### config.mk
export PLATFORM = sky130hd
export DESIGN_NAME = time_field_editor
export DESIGN_NICKNAME = d
export VERILOG_FILES = /design/src/rtl/time_field_editor.sv
export SDC_FILE = /design/constraint.sdc
export NUM_CORES = 1
export LEC_CHECK = 0
export BUFFER_PORTS_ARGS = -buffer_cell sky130_fd_sc_hd__buf_2
export CORE_AREA = 2 2 168 170
export DETAILED_ROUTE_END_ITERATION = 8
export DIE_AREA = 0 0 170 172
export SYNTH_ARGS = -nofsm -noshare
export SYNTH_HDL_FRONTEND = slang
export SYNTH_SLANG_ARGS = --single-unit
### constraint.sdc
create_clock -name i_clk -period 7 [get_ports i_clk]
set_input_delay 1.4 -clock i_clk [delete_from_list [all_inputs] [get_ports i_clk]]
set_output_delay 1.4 -clock i_clk [all_outputs]
set_load 0.01 [all_outputs]
### src/rtl/time_field_editor.sv
// -----------------------------------------------------------------------------
// time_field_editor
//
// Button-driven editor for an N-field two-digit value (e.g. hh:mm:ss).
// A working copy is loaded from i_value_in, the selected field is stepped
// up/down (press edge plus hold-to-auto-repeat) with wrap or saturate limits,
// and the result is published on commit. BCD digits and per-digit blink flags
// are produced for the LED driver.
//
// Ports:
//   i_clk, i_rst     clock, synchronous active-high reset
//   i_load           pulse: load working copy from i_value_in, enter EDIT
//   i_cancel         pulse: leave EDIT without publishing
//   i_commit         pulse: publish working copy, leave EDIT
//   i_value_in       binary value per field (8 bits each, field 0 at LSBs)
//   i_up_btn         step-up button, active-low
//   i_down_btn       step-down button, active-low
//   i_next_btn       field-select button, active-low
//   o_value_out      last committed value, binary per field
//   o_set_value      one-cycle strobe on commit
//   o_digits         BCD digits, tens at [8i+7:8i+4], ones at [8i+3:8i]
//   o_blink          per-digit blink flag, bit 2i = ones digit of field i
//   o_editing        high while in EDIT
// -----------------------------------------------------------------------------
module time_field_editor #(
    parameter int unsigned           N_FIELDS      = 3,
    parameter logic [8*N_FIELDS-1:0] FIELD_MAX     = {8'd23, 8'd59, 8'd59},
    parameter int unsigned           WRAP_MODE     = 1,
    parameter int unsigned           REPEAT_DELAY  = 25_000_000,
    parameter int unsigned           REPEAT_PERIOD = 5_000_000
) (
    input  logic                    i_clk,
    input  logic                    i_rst,
    input  logic                    i_load,
    input  logic                    i_cancel,
    input  logic                    i_commit,
    input  logic [8*N_FIELDS-1:0]   i_value_in,
    input  logic                    i_up_btn,
    input  logic                    i_down_btn,
    input  logic                    i_next_btn,
    output logic [8*N_FIELDS-1:0]   o_value_out,
    output logic                    o_set_value,
    output logic [8*N_FIELDS-1:0]   o_digits,
    output logic [2*N_FIELDS-1:0]   o_blink,
    output logic                    o_editing
);

    localparam int unsigned RMAX = (REPEAT_DELAY > REPEAT_PERIOD) ? REPEAT_DELAY : REPEAT_PERIOD;
    localparam int unsigned CW   = $clog2(RMAX + 1);
    localparam int unsigned SW   = (N_FIELDS > 1) ? $clog2(N_FIELDS) : 1;

    typedef enum logic [0:0] {ST_IDLE, ST_EDIT} state_t;

    state_t                  r_state;
    state_t                  w_next_state;

    logic [SW-1:0]           r_sel;
    logic [8*N_FIELDS-1:0]   r_work;
    logic [8*N_FIELDS-1:0]   r_value_out;
    logic                    r_set_value;
    logic [8*N_FIELDS-1:0]   r_digits;
    logic [2*N_FIELDS-1:0]   r_blink;
    logic                    r_up_prev;
    logic                    r_dn_prev;
    logic                    r_nx_prev;
    logic [CW-1:0]           r_up_cnt;
    logic [CW-1:0]           r_dn_cnt;
    logic                    r_up_rep;
    logic                    r_dn_rep;

    logic                    w_in_edit;
    logic                    w_btn_active;
    logic                    w_up_low;
    logic                    w_dn_low;
    logic                    w_both_low;
    logic                    w_up_edge;
    logic                    w_dn_edge;
    logic                    w_nx_edge;
    logic [CW-1:0]           w_up_thr;
    logic [CW-1:0]           w_dn_thr;
    logic                    w_up_rpt;
    logic                    w_dn_rpt;
    logic                    w_up_step;
    logic                    w_dn_step;
    logic [7:0]              w_cur;
    logic [7:0]              w_max;
    logic [7:0]              w_inc;
    logic [7:0]              w_dec;
    logic [SW-1:0]           w_sel_inc;
    logic [8*N_FIELDS-1:0]   w_load_val;
    logic [8*N_FIELDS-1:0]   w_disp;
    logic [8*N_FIELDS-1:0]   w_bcd;
    logic [2*N_FIELDS-1:0]   w_blink_next;

    // ---------------------------------------------------------------- FSM
    always_ff @(posedge i_clk) begin
        if (i_rst) r_state <= ST_IDLE;
        else       r_state <= w_next_state;
    end

    always_comb begin
        w_next_state = r_state;
        if (i_load)
            w_next_state = ST_EDIT;
        else if (r_state == ST_EDIT && (i_cancel || i_commit))
            w_next_state = ST_IDLE;
    end

    // ------------------------------------------------------ button decode
    assign w_in_edit    = (r_state == ST_EDIT);
    // Buttons only act in EDIT when no higher-priority control is present.
    assign w_btn_active = w_in_edit && !i_load && !i_cancel && !i_commit;
    assign w_up_low     = !i_up_btn;
    assign w_dn_low     = !i_down_btn;
    assign w_both_low   = w_up_low && w_dn_low;
    assign w_up_edge    = r_up_prev && w_up_low;
    assign w_dn_edge    = r_dn_prev && w_dn_low;
    assign w_nx_edge    = r_nx_prev && !i_next_btn;

    // A zero counter means "not armed": repeat only runs after a press edge.
    assign w_up_thr  = r_up_rep ? CW'(REPEAT_PERIOD) : CW'(REPEAT_DELAY);
    assign w_dn_thr  = r_dn_rep ? CW'(REPEAT_PERIOD) : CW'(REPEAT_DELAY);
    assign w_up_rpt  = w_up_low && (r_up_cnt != '0) && (r_up_cnt == w_up_thr);
    assign w_dn_rpt  = w_dn_low && (r_dn_cnt != '0) && (r_dn_cnt == w_dn_thr);
    assign w_up_step = w_btn_active && !w_both_low && (w_up_edge || w_up_rpt);
    assign w_dn_step = w_btn_active && !w_both_low && (w_dn_edge || w_dn_rpt);

    // ------------------------------------------------------ field stepping
    assign w_cur = r_work[r_sel*8 +: 8];
    assign w_max = FIELD_MAX[r_sel*8 +: 8];
    assign w_inc = (w_cur >= w_max) ? ((WRAP_MODE != 0) ? 8'd0 : w_max) : (w_cur + 8'd1);
    assign w_dec = (w_cur == 8'd0)  ? ((WRAP_MODE != 0) ? w_max : 8'd0) : (w_cur - 8'd1);
    assign w_sel_inc = (r_sel == SW'(N_FIELDS - 1)) ? '0 : (r_sel + SW'(1));

    always_comb begin
        w_load_val = '0;
        for (int unsigned i = 0; i < N_FIELDS; i++) begin
            w_load_val[i*8 +: 8] = (i_value_in[i*8 +: 8] > FIELD_MAX[i*8 +: 8]) ?
                                   FIELD_MAX[i*8 +: 8] : i_value_in[i*8 +: 8];
        end
    end

    // ------------------------------------------------------ display path
    assign w_disp = w_in_edit ? r_work : i_value_in;

    always_comb begin
        w_bcd = '0;
        for (int unsigned i = 0; i < N_FIELDS; i++) begin
            w_bcd[i*8+4 +: 4] = 4'(w_disp[i*8 +: 8] / 8'd10);
            w_bcd[i*8   +: 4] = 4'(w_disp[i*8 +: 8] % 8'd10);
        end
    end

    // Blink uses the registered button samples so the suppression tracks
    // the same cycle the stepped value becomes visible.
    always_comb begin
        w_blink_next = '0;
        if (w_in_edit && r_up_prev && r_dn_prev)
            w_blink_next[2*r_sel +: 2] = 2'b11;
    end

    // ------------------------------------------------------ datapath regs
    always_ff @(posedge i_clk) begin
        if (i_rst) begin
            r_sel       <= '0;
            r_work      <= '0;
            r_value_out <= '0;
            r_set_value <= 1'b0;
            r_digits    <= '0;
            r_blink     <= '0;
            r_up_prev   <= 1'b1;
            r_dn_prev   <= 1'b1;
            r_nx_prev   <= 1'b1;
            r_up_cnt    <= '0;
            r_dn_cnt    <= '0;
            r_up_rep    <= 1'b0;
            r_dn_rep    <= 1'b0;
        end else begin
            r_up_prev   <= i_up_btn;
            r_dn_prev   <= i_down_btn;
            r_nx_prev   <= i_next_btn;
            r_set_value <= 1'b0;
            r_digits    <= w_bcd;
            r_blink     <= w_blink_next;

            if (i_load) begin
                r_work   <= w_load_val;
                r_sel    <= '0;
                r_up_cnt <= '0;
                r_dn_cnt <= '0;
                r_up_rep <= 1'b0;
                r_dn_rep <= 1'b0;
            end else if (w_btn_active) begin
                if (w_up_step)
                    r_work[r_sel*8 +: 8] <= w_inc;
                else if (w_dn_step)
                    r_work[r_sel*8 +: 8] <= w_dec;

                // Step above used the old selection; selection advances after.
                if (w_nx_edge)
                    r_sel <= w_sel_inc;

                if (w_both_low) begin
                    r_up_cnt <= '0;
                    r_up_rep <= 1'b0;
                end else if (w_up_edge) begin
                    r_up_cnt <= CW'(1);
                    r_up_rep <= 1'b0;
                end else if (w_up_low && r_up_cnt != '0) begin
                    if (w_up_rpt) begin
                        r_up_cnt <= CW'(1);
                        r_up_rep <= 1'b1;
                    end else begin
                        r_up_cnt <= r_up_cnt + CW'(1);
                    end
                end else begin
                    r_up_cnt <= '0;
                    r_up_rep <= 1'b0;
                end

                if (w_both_low) begin
                    r_dn_cnt <= '0;
                    r_dn_rep <= 1'b0;
                end else if (w_dn_edge) begin
                    r_dn_cnt <= CW'(1);
                    r_dn_rep <= 1'b0;
                end else if (w_dn_low && r_dn_cnt != '0) begin
                    if (w_dn_rpt) begin
                        r_dn_cnt <= CW'(1);
                        r_dn_rep <= 1'b1;
                    end else begin
                        r_dn_cnt <= r_dn_cnt + CW'(1);
                    end
                end else begin
                    r_dn_cnt <= '0;
                    r_dn_rep <= 1'b0;
                end
            end else begin
                if (w_in_edit && !i_cancel && i_commit) begin
                    r_value_out <= r_work;
                    r_set_value <= 1'b1;
                end
                r_up_cnt <= '0;
                r_dn_cnt <= '0;
                r_up_rep <= 1'b0;
                r_dn_rep <= 1'b0;
            end
        end
    end

    assign o_value_out = r_value_out;
    assign o_set_value = r_set_value;
    assign o_digits    = r_digits;
    assign o_blink     = r_blink;
    assign o_editing   = w_in_edit;

endmodule

==> results.py <==
metrics = {
    "status": {
        "status": "finished clean",
    },
    "cts": {
        "path_clk_slew_ps": 60,
        "hold_buffers": 0,
        "clkLatencyLatePin_ps": 420,
        "htree_levels": 4,
        "post_cts_resized": 0,
        "postCtsSetupBuffers": 0,
        "clockRootBuffer": "clkbuf_16",
        "numCtsBuffers": 17,
        "cts_tree": "built",
        "cts_sinks": 134,
        "clockBufferDepth": 2,
    },
    "grt": {
        "grt_pass1_vias": 6997,
        "use_met1": 0.226,
        "grt_use_met2": 0.238,
        "track_usage": 0.157,
        "grt_pass1_wl_um": 36900,
        "antenna_found_initial": 1,
        "grt.busiest_layer": "met2",
        "use_met3": 0.0316,
        "grt-ovfl-total": 0,
        "grt_max_degree": 48,
    },
    "sta": {
        "rsz0062_at_grt": "false",
        "slew_viol_final": 0,
        "max_freq_mhz": 198,
        "setup_violations": 0,
        "tightest_slew_ps": 1130,
        "timing.final.crit_period_ps": 5040,
        "slew_headroom": 0.244,
        "period_share": 0.720,
        "hold_slack_ps": 451,
        "skew_ps": 13.2,
        "finalHoldViolCount": 0,
        "worst_slack_ps": 1960,
        "final.setup.tns_ps": 0,
    },
    "finish": {
        "syn2layout_area_growth_pct": 15.2,
        "drive_gt1_frac": 0.155,
        "post-route-util": 0.339,
        "layout_common_cells": "dfxtp_1, nor2_1, nand2_1, a21oi_1, buf_2",
        "n_fill_cell": 2921,
        "final_common_cell": "dfxtp_1",
        "layout.nets": 1138,
        "diodes": 0,
    },
    "floorplanning": {
        "rows": 61,
        "die_h_um": 172,
        "initial_utilization": 0.294,
        "core_area_sq_um": 27500,
        "die_w_um": 170,
        "pin_count": 88,
        "die_area_sq_um": 29200,
    },
    "routing": {
        "vias_per_cell": 5.32,
        "dr.pass1.iters": 5,
        "route.detailed.drc": 0,
        "route.vias.total": 7703,
        "final_antenna_net_count": 0,
        "wirelength_um": 22800,
        "wl_per_cell_um": 15.8,
        "first_iter_violations": 644,
    },
    "critical_path": {
        "worstReg2RegEnd": "r_work[20]",
        "crit_path_end": "o_digits[17]",
        "end_kind": "register",
        "path_buf_inv": 2,
        "crit_family": "compound AO/OA/AOI/OAI gates",
        "crit_fanout": 18,
        "crit_start": "i_value_in[21]",
        "reg2regPathDepth": 13,
        "max_stage_delay_ps": 810,
        "r2r_slack_ps": 2630,
        "crit_chain": "buf_2 -> mux2i_1 -> clkinv_1 -> ha_1 -> a2111oi_0 -> nor2_1 -> o21a_1 -> o31a_1 -> o211ai_1 -> nand3b_1 -> a31oi_1",
        "reg2reg_from": "r_sel[0]",
        "path_class": "input pin to register",
        "cp_slowest_cell": "a2111oi_0",
        "cp.depth": 11,
        "start_kind": "input pin",
        "worst_ep_arrival_time_ps": 5390,
        "cp.required_ps": 7350,
    },
    "yosys": {
        "synth_cells": 1030,
        "ys_ff_latch": 134,
        "async_reset_ff_frac": 0,
        "synthDistinctLibCells": 82,
        "syn_area_sq_um": 8080,
        "yosysSeqAreaShare": 0.332,
        "synth_edf_count": 0,
        "ys.warnings.count": 0,
        "synth_area_leader_cell": "dfxtp_1",
        "synth_top_area_frac": 0.332,
        "syn_area_per_cell_sq_um": 7.84,
        "synth_flop_cell": "dfxtp_1",
        "syn_nets": 1080,
        "netlist_top_cells_area": "dfxtp_1, a21oi_1, nor2_1",
    },
    "pwr": {
        "p_per_area_nw_per_um2": 223,
        "max-vdd-ir-drop_uv": 144,
        "static-leakage-power_nw": 3.38,
    },
    "place": {
        "hpwl_um": 16800,
        "place_ws_ps": 1630,
        "gp_congestion": 0.919,
        "portBuffers": 87,
    },
    "run": {
        "maxCapViolCount": 0,
    },
    "hold_path": {
        "hp-class": "register to register",
    },
}
==> stage by stage <==
step	total power [mW]	cell area, sq um	std cells
final	2.08	9310	1447
after global routing	2.17	9310	1447
after CTS	2.10	9310	1447
after detailed placement	1.21	8730	1415
after global placement	1.21	8730	1415
after floorplan	1.10	8080	1030
==> worst min-delay path by stage <==
stage               cells past startpoint       startpoint  slack, ps              end
floorplan                               2         r_dn_rep        450         r_dn_rep
global placement                        2  o_value_out[17]        440  o_value_out[17]
detailed placement                      2  o_value_out[17]        450  o_value_out[17]
CTS                                     2  o_value_out[17]        460  o_value_out[17]
global route                            2  o_value_out[22]        470  o_value_out[22]
finish                                  2  o_value_out[22]        450  o_value_out[22]
==> power breakdown <==
group          total (mW)  switching, mW  internal [mW]
registers           0.814         0.0212          0.793
logic               0.383          0.237          0.146
clock network       0.879          0.357          0.522
==> area by class of cell <==
cell class                      instances  area [sq um]  area share
Clock buffer                           20           467      0.0501
Sequential cell                       134          2680       0.288
Inverter                               25          93.8      0.0101
Timing Repair Buffer                   91           465      0.0500
Multi-Input combinational cell        819          5050       0.543
Tap cell                              346           433      0.0465
Clock inverter                         12           115      0.0124
==> registers in the layout, indices dropped and copies added, names as in the netlist, 2 cells and up <==
register     count
o_blink          3
o_digits        24
o_value_out     24
r_dn_cnt        25
r_sel            2
r_up_cnt        25
r_work          24
==> tightest hold or removal path, cell delays in order, from the launching register on <==
cell and delay, ps:
dfxtp_1 310, nand2_1 50, a21oi_1 50
==> Yosys cell counts (all sizes together) (3+ instances only) <==
cell type and instances:
or2 11, clkbuf 43, nand4 18, nor2 125
o21a 20, or3 15, o21ai 63, and3 12
a41o 3, a31oi 9, o22a 3, nand3 33
o2111ai 3, a22oi 7, and4 3, nor2b 4
nand2 118, xor2 25, mux2i 35, ha 18
o2bb2ai 4, a2111oi 3, nor3 32, o22ai 9
or4 6, o211a 3, buf 9, nand3b 3
o221ai 4, a211oi 10, o21bai 3, a21oi 98
nor4 11, inv 24, a21o 7, dfxtp 134
mux2 18, xnor2 32, o211ai 6, and2 7
==> cells by family after synthesis <==
family	count (synthesis)	share of synthesized area
xor+xnor	57	0.0618
compound gates	277	0.220
mux	54	0.0712
fa+ha+maj	19	0.0291
flops	134	0.332
buf+inv	77	0.0444
simple gates	412	0.241
==> routing by layer <==
metal  vias up  wire length, um
met5         -               11
met4         2              302
met3        21             1250
met2       210             9830
met1      3645            11400
li1       3825                -
Note: power is estimated with default switching activity, not from simulation.
